`src/rtl/opc5_mem_arbiter.sv`:
```
// ---------------------------------------------------------------------------
// opc5_mem_arbiter
// Two-master arbiter/sequencer for the shared 64K x 16 asynchronous SRAM.
// Master 0 (CPU) has fixed priority. A starvation counter guarantees that
// master 1 (DMA/loader) makes progress. Each access takes three cycles:
// IDLE (arbitrate) -> ACCESS (strobes low) -> DONE (ack).
//
// Ports:
//   clk, reset_b                 clock, asynchronous active-low reset
//   m0_req/rnw/addr/wdata        master 0 request, held stable until m0_ack
//   m0_ack, m0_rdata             one-cycle completion, read data (held)
//   m1_*                         identical set for master 1
//   mem_addr, mem_wdata          SRAM address / write data (registered)
//   mem_rdata                    SRAM read data, captured at end of ACCESS
//   mem_ceb/oeb/web              active-low SRAM strobes (registered)
//   busy                         high in ACCESS and DONE
// ---------------------------------------------------------------------------
module opc5_mem_arbiter #(
  parameter int AW         = 16,
  parameter int DW         = 16,
  parameter int STARVE_MAX = 3   // legal 1..15, fits the 4-bit counter
) (
  input  logic          clk,
  input  logic          reset_b,
  // master 0 (CPU)
  input  logic          m0_req,
  input  logic          m0_rnw,
  input  logic [AW-1:0] m0_addr,
  input  logic [DW-1:0] m0_wdata,
  output logic          m0_ack,
  output logic [DW-1:0] m0_rdata,
  // master 1 (DMA / loader)
  input  logic          m1_req,
  input  logic          m1_rnw,
  input  logic [AW-1:0] m1_addr,
  input  logic [DW-1:0] m1_wdata,
  output logic          m1_ack,
  output logic [DW-1:0] m1_rdata,
  // SRAM port
  output logic [AW-1:0] mem_addr,
  output logic [DW-1:0] mem_wdata,
  input  logic [DW-1:0] mem_rdata,
  output logic          mem_ceb,
  output logic          mem_oeb,
  output logic          mem_web,
  output logic          busy
);

  // Purpose: serialise two req/ack masters onto one async SRAM port.
  // Latency: req sampled in IDLE cycle N, strobes low in N+1, ack in N+2.
  // Backpressure: a request is held by its master until ack; no preemption.

  typedef enum logic [1:0] {
    ST_IDLE   = 2'd0,
    ST_ACCESS = 2'd1,
    ST_DONE   = 2'd2
  } state_t;

  localparam logic [3:0] STARVE_LIM = 4'(STARVE_MAX);

  state_t        state_q,  state_d;
  logic [3:0]    starve_q, starve_d;
  logic          winner_q, winner_d;   // 0 = master 0, 1 = master 1
  logic          rnw_q,    rnw_d;
  logic [AW-1:0] addr_q,   addr_d;
  logic [DW-1:0] wdata_q,  wdata_d;
  logic          ceb_q,    ceb_d;
  logic          oeb_q,    oeb_d;
  logic          web_q,    web_d;
  logic          ack0_q,   ack0_d;
  logic          ack1_q,   ack1_d;
  logic [DW-1:0] rdata0_q, rdata0_d;
  logic [DW-1:0] rdata1_q, rdata1_d;

  logic any_req;
  logic grant_m1;

  assign any_req = m0_req | m1_req;

  // Master 0 wins any contested arbitration unless master 1 has already
  // watched STARVE_LIM consecutive master-0 grants go past it.
  assign grant_m1 = m1_req & (~m0_req | (starve_q == STARVE_LIM));

  // -------------------------------------------------------------------------
  // Next-state and registered-output logic
  // -------------------------------------------------------------------------
  always_comb begin
    state_d  = state_q;
    starve_d = starve_q;
    winner_d = winner_q;
    rnw_d    = rnw_q;
    addr_d   = addr_q;
    wdata_d  = wdata_q;
    ceb_d    = 1'b1;
    oeb_d    = 1'b1;
    web_d    = 1'b1;
    ack0_d   = 1'b0;
    ack1_d   = 1'b0;
    rdata0_d = rdata0_q;
    rdata1_d = rdata1_q;

    case (state_q)
      ST_IDLE: begin
        if (any_req) begin
          winner_d = grant_m1;
          rnw_d    = grant_m1 ? m1_rnw   : m0_rnw;
          addr_d   = grant_m1 ? m1_addr  : m0_addr;
          wdata_d  = grant_m1 ? m1_wdata : m0_wdata;
          // The counter only advances while master 1 is actually waiting;
          // an uncontested master-0 grant means nobody is starving.
          if (grant_m1) begin
            starve_d = 4'd0;
          end else if (m1_req) begin
            starve_d = starve_q + 4'd1;
          end else begin
            starve_d = 4'd0;
          end
          // Strobes are registered so they are low for exactly the ACCESS
          // cycle and drop straight back to inactive on async reset.
          ceb_d   = 1'b0;
          oeb_d   = ~rnw_d;
          web_d   = rnw_d;
          state_d = ST_ACCESS;
        end
      end

      ST_ACCESS: begin
        // SRAM output has had the whole ACCESS cycle to settle.
        if (rnw_q) begin
          if (winner_q) begin
            rdata1_d = mem_rdata;
          end else begin
            rdata0_d = mem_rdata;
          end
        end
        ack0_d  = ~winner_q;
        ack1_d  = winner_q;
        state_d = ST_DONE;
      end

      ST_DONE: begin
        // Requests are not looked at here: a req still high once back in
        // IDLE is treated as a fresh transaction.
        state_d = ST_IDLE;
      end

      default: begin
        state_d = ST_IDLE;
      end
    endcase
  end

  // -------------------------------------------------------------------------
  // State registers
  // -------------------------------------------------------------------------
  always_ff @(posedge clk or negedge reset_b) begin
    if (!reset_b) begin
      state_q  <= ST_IDLE;
      starve_q <= 4'd0;
      winner_q <= 1'b0;
      rnw_q    <= 1'b1;
      addr_q   <= '0;
      wdata_q  <= '0;
      ceb_q    <= 1'b1;
      oeb_q    <= 1'b1;
      web_q    <= 1'b1;
      ack0_q   <= 1'b0;
      ack1_q   <= 1'b0;
      rdata0_q <= '0;
      rdata1_q <= '0;
    end else begin
      state_q  <= state_d;
      starve_q <= starve_d;
      winner_q <= winner_d;
      rnw_q    <= rnw_d;
      addr_q   <= addr_d;
      wdata_q  <= wdata_d;
      ceb_q    <= ceb_d;
      oeb_q    <= oeb_d;
      web_q    <= web_d;
      ack0_q   <= ack0_d;
      ack1_q   <= ack1_d;
      rdata0_q <= rdata0_d;
      rdata1_q <= rdata1_d;
    end
  end

  // -------------------------------------------------------------------------
  // Outputs
  // -------------------------------------------------------------------------
  assign m0_ack    = ack0_q;
  assign m1_ack    = ack1_q;
  assign m0_rdata  = rdata0_q;
  assign m1_rdata  = rdata1_q;
  assign mem_addr  = addr_q;
  assign mem_wdata = wdata_q;
  assign mem_ceb   = ceb_q;
  assign mem_oeb   = oeb_q;
  assign mem_web   = web_q;
  assign busy      = (state_q != ST_IDLE);

endmodule

```
`config.mk`:
```
export PLATFORM = sky130hd
export DESIGN_NAME = opc5_mem_arbiter
export DESIGN_NICKNAME = d
export VERILOG_FILES = /design/src/rtl/opc5_mem_arbiter.sv
export SDC_FILE = /design/constraint.sdc
export NUM_CORES = 1
export LEC_CHECK = 0
export CAP_MARGIN = 20
export CORE_MARGIN = 5
export CORE_UTILIZATION = 30
export CTS_CLUSTER_DIAMETER = 150
export DETAILED_ROUTE_END_ITERATION = 8
export PLACE_DENSITY = 0.66
export RECOVER_POWER = 50
export SETUP_SLACK_MARGIN = 0.5
export SKIP_LAST_GASP = 1
export SYNTH_ARGS = -nofsm -noshare
export SYNTH_HDL_FRONTEND = slang
export SYNTH_SLANG_ARGS = --single-unit
```
`constraint.sdc`:
```
create_clock -name clk -period 1.91 [get_ports clk]
set_input_delay 0.4775 -clock clk [delete_from_list [all_inputs] [get_ports clk]]
set_output_delay 0.4775 -clock clk [all_outputs]
set_load 0.03 [all_outputs]
```
==> run summary <==
Reg clk slew, reported paths: 0.06 ns
CTS root buffer: clkbuf_16
top cell type's share of synthesized area: 0.500
ranking of synthesized cells by area: dfrtp_1 50%, o221ai_2 11%, mux2_2 10%
crit path max fanout: 8
total gr overflow: 0
initial antenna violation count: 0
drt wl/cell: 19.6 um
CTS tree: built
crit path kind: reg -> reg
Hold Crit Class: in -> async
routed wire length: 12.4 mm
dpl hpwl: 7.85 mm
Die Height: 120 um
1st-pass router iterations: 4
number of setup violations in the final report: 0
# IOs: 156
antenna cell count: 0
Slew headroom: 0.201
DRC viols: 0
Area Overhead vs Synth: 65.9%
Synthesized Nets: 387
Final ANT Viol Nets: 0
initial core utilization: 0.305
Hold Fails Final Rpt: 0
CORE AREA: 12000 sq um
Fmax: 0.633 GHz
most frequent cell after synthesis: dfrtp_1
standard-cell rows: 40
1st-iter DRT viols: 204
CTS buffer count: 9
number of global-route vias before repair: 3519
Final Cycle Share: 0.827
cell taking the most area after synthesis: dfrtp_1
Max Cap Viol: 0
vias per cell: 5.05
max-slew violations: 0
Final Total Pwr: 11.3 mW
setup_tns: 0 ns
status: finished clean
final net count: 568
Longest Clk Path Bufs: 2
sequential element share of the synthesized area: 0.529
Port Buf Inserts: 155
synth warn: 0
Vias: 3199
final core occ: 0.506
Mapped Avg Cell Area: 12.2 sq um
Final Skew: 0.00776 ns
layout cells sized above 1: 0.387
final worst path period need: 1.58 ns
flop and latch count out of synthesis: 77
top cells by count, synth: 73 x dfrtp_1, 35 x inv_1, 35 x nand3_1
WP data arrival: 1.79 ns
Syn Std Cell Area: 3650 sq um
asr flop ratio synth: 1.00
first-pass GRT wire length: 18.9 mm
critical path data required time: 2.12 ns
Die Footprint: 14500 sq um
CTS Sinks: 77
Gate Count Post-Synth: 300
Leak: 2.55 nW
GRT Total Usage: 0.165
main flop type after synthesis: dfrtp_1
Max VDD drop: 0.738 mV
pin count of the biggest net entering global routing: 42
Die X: 120 um
GP Congestion: 0.785
post-route cell area: 6060 sq um
power per cell area: 1860 nW/um^2
startpoint type of the worst setup path: flop
RSZ-0062 raised after global routing: true
Worst setup EP type: flop
Worst Tran Pin Value: 1.20 ns
Fill cells: 1067
H-tree levels: 3
Netlist cell types: 33
clock insertion delay at the later pin of the skew report: 0.33 ns
Post-DP Area: 5440 sq um
final hold slack: 0.375 ns
EDFF count, synth: 0
cell usage in the layout, fill, tap and decap left out, types with 3 or more instances in the layout:
master / instances
and2_4: 3
buf_12: 9
buf_16: 7
buf_2: 29
buf_4: 20
buf_6: 13
clkbuf_1: 34
clkbuf_16: 12
clkdlybuf4s50_1: 82
dfrtp_1: 72
dfstp_2: 4
inv_1: 33
mux2_2: 16
mux2_4: 17
nand3_1: 30
nand3_2: 5
nand4_1: 32
o221ai_2: 30
logic make-up (layout without fill, tap and decap cells):
family	after synthesis	count (layout)	share of synthesized area
DFF	77	77	0.529
buffers and inverters	65	250	0.0860
AOI/OAI and AO/OA	40	40	0.142
adders and majority gates	1	1	0.00343
muxes	34	34	0.104
xor gates and xnor gates	1	1	0.00240
and+or+nand+nor	82	83	0.133
power by group:
part	internal (mW)	leakage, nW	total [mW]	switching [mW]
registers	2.44	0.934	2.92	0.483
clock network	0.916	0.132	1.59	0.678
logic	3.14	1.48	6.78	3.64
total	6.50	2.55	11.3	4.80
critical path: stages (launching register included):
cell and delay [ns]:
dfrtp_1 0.45, buf_6 0.15, and2b_1 0.34, nand3_4 0.20
mux2_2 0.32
final timing paths:
kind                        startpoint  slack [ns]  cells past startpoint           end
min in group clk           m1_rdata[7]        0.51                      1   m1_rdata[7]
setup reg to reg            state_q[1]        0.33                      4  m1_rdata[12]
max in group asynchronous      reset_b        0.64                      2   mem_addr[0]
hold reg to reg            m1_rdata[7]        0.51                      1   m1_rdata[7]
hold / removal                 reset_b        0.38                      1        m0_ack
setup / recovery            state_q[1]        0.33                      4  m1_rdata[12]
cell type report:
type,count,area (sq um),share of cell area
inverter,35,134,0.0221
clock buffer,11,243,0.0401
clock inverter,5,33.8,0.00558
tap,147,184,0.0304
multi-input combinational,159,1650,0.272
sequential,77,1930,0.319
timing repair buffer,199,1880,0.311
per-layer routing:
metal / up-vias / GRT usage / wire [um]
met1: 1583 / 0.204 / 5140
met2: 132 / 0.276 / 6060
met3: 12 / 0.0589 / 1050
met5: - / 0 / 0
li1: 1472 / - / -
met4: 0 / 0.0453 / 187
stage by stage:
step	cells	worst slack, ns
6_report	633	0.331
5_1_grt	633	0.264
4_1_cts	622	0.342
3_5_place_dp	589	-0.0991
3_3_place_gp	589	-0.0654
2_1_floorplan	300	0.352
sequential cells by signal, summed over array words and instances (netlist names), 2 cells and up:
| register | cells |
|---|---|
| state_q | 2 |
| m0_rdata | 16 |
| mem_addr | 16 |
| mem_wdata | 16 |
| m1_rdata | 16 |
| starve_q | 4 |
what timing repair did:
item,CTS,global route
pin swaps,7,17
buffers inserted,10,7
endpoints found under the setup margin,143,85
cloned,7,4
resized for setup,392,49
endpoints found under the hold margin,0,0
hold buffers,0,0
No activity file was read; power rests on OpenSTA's default activity.
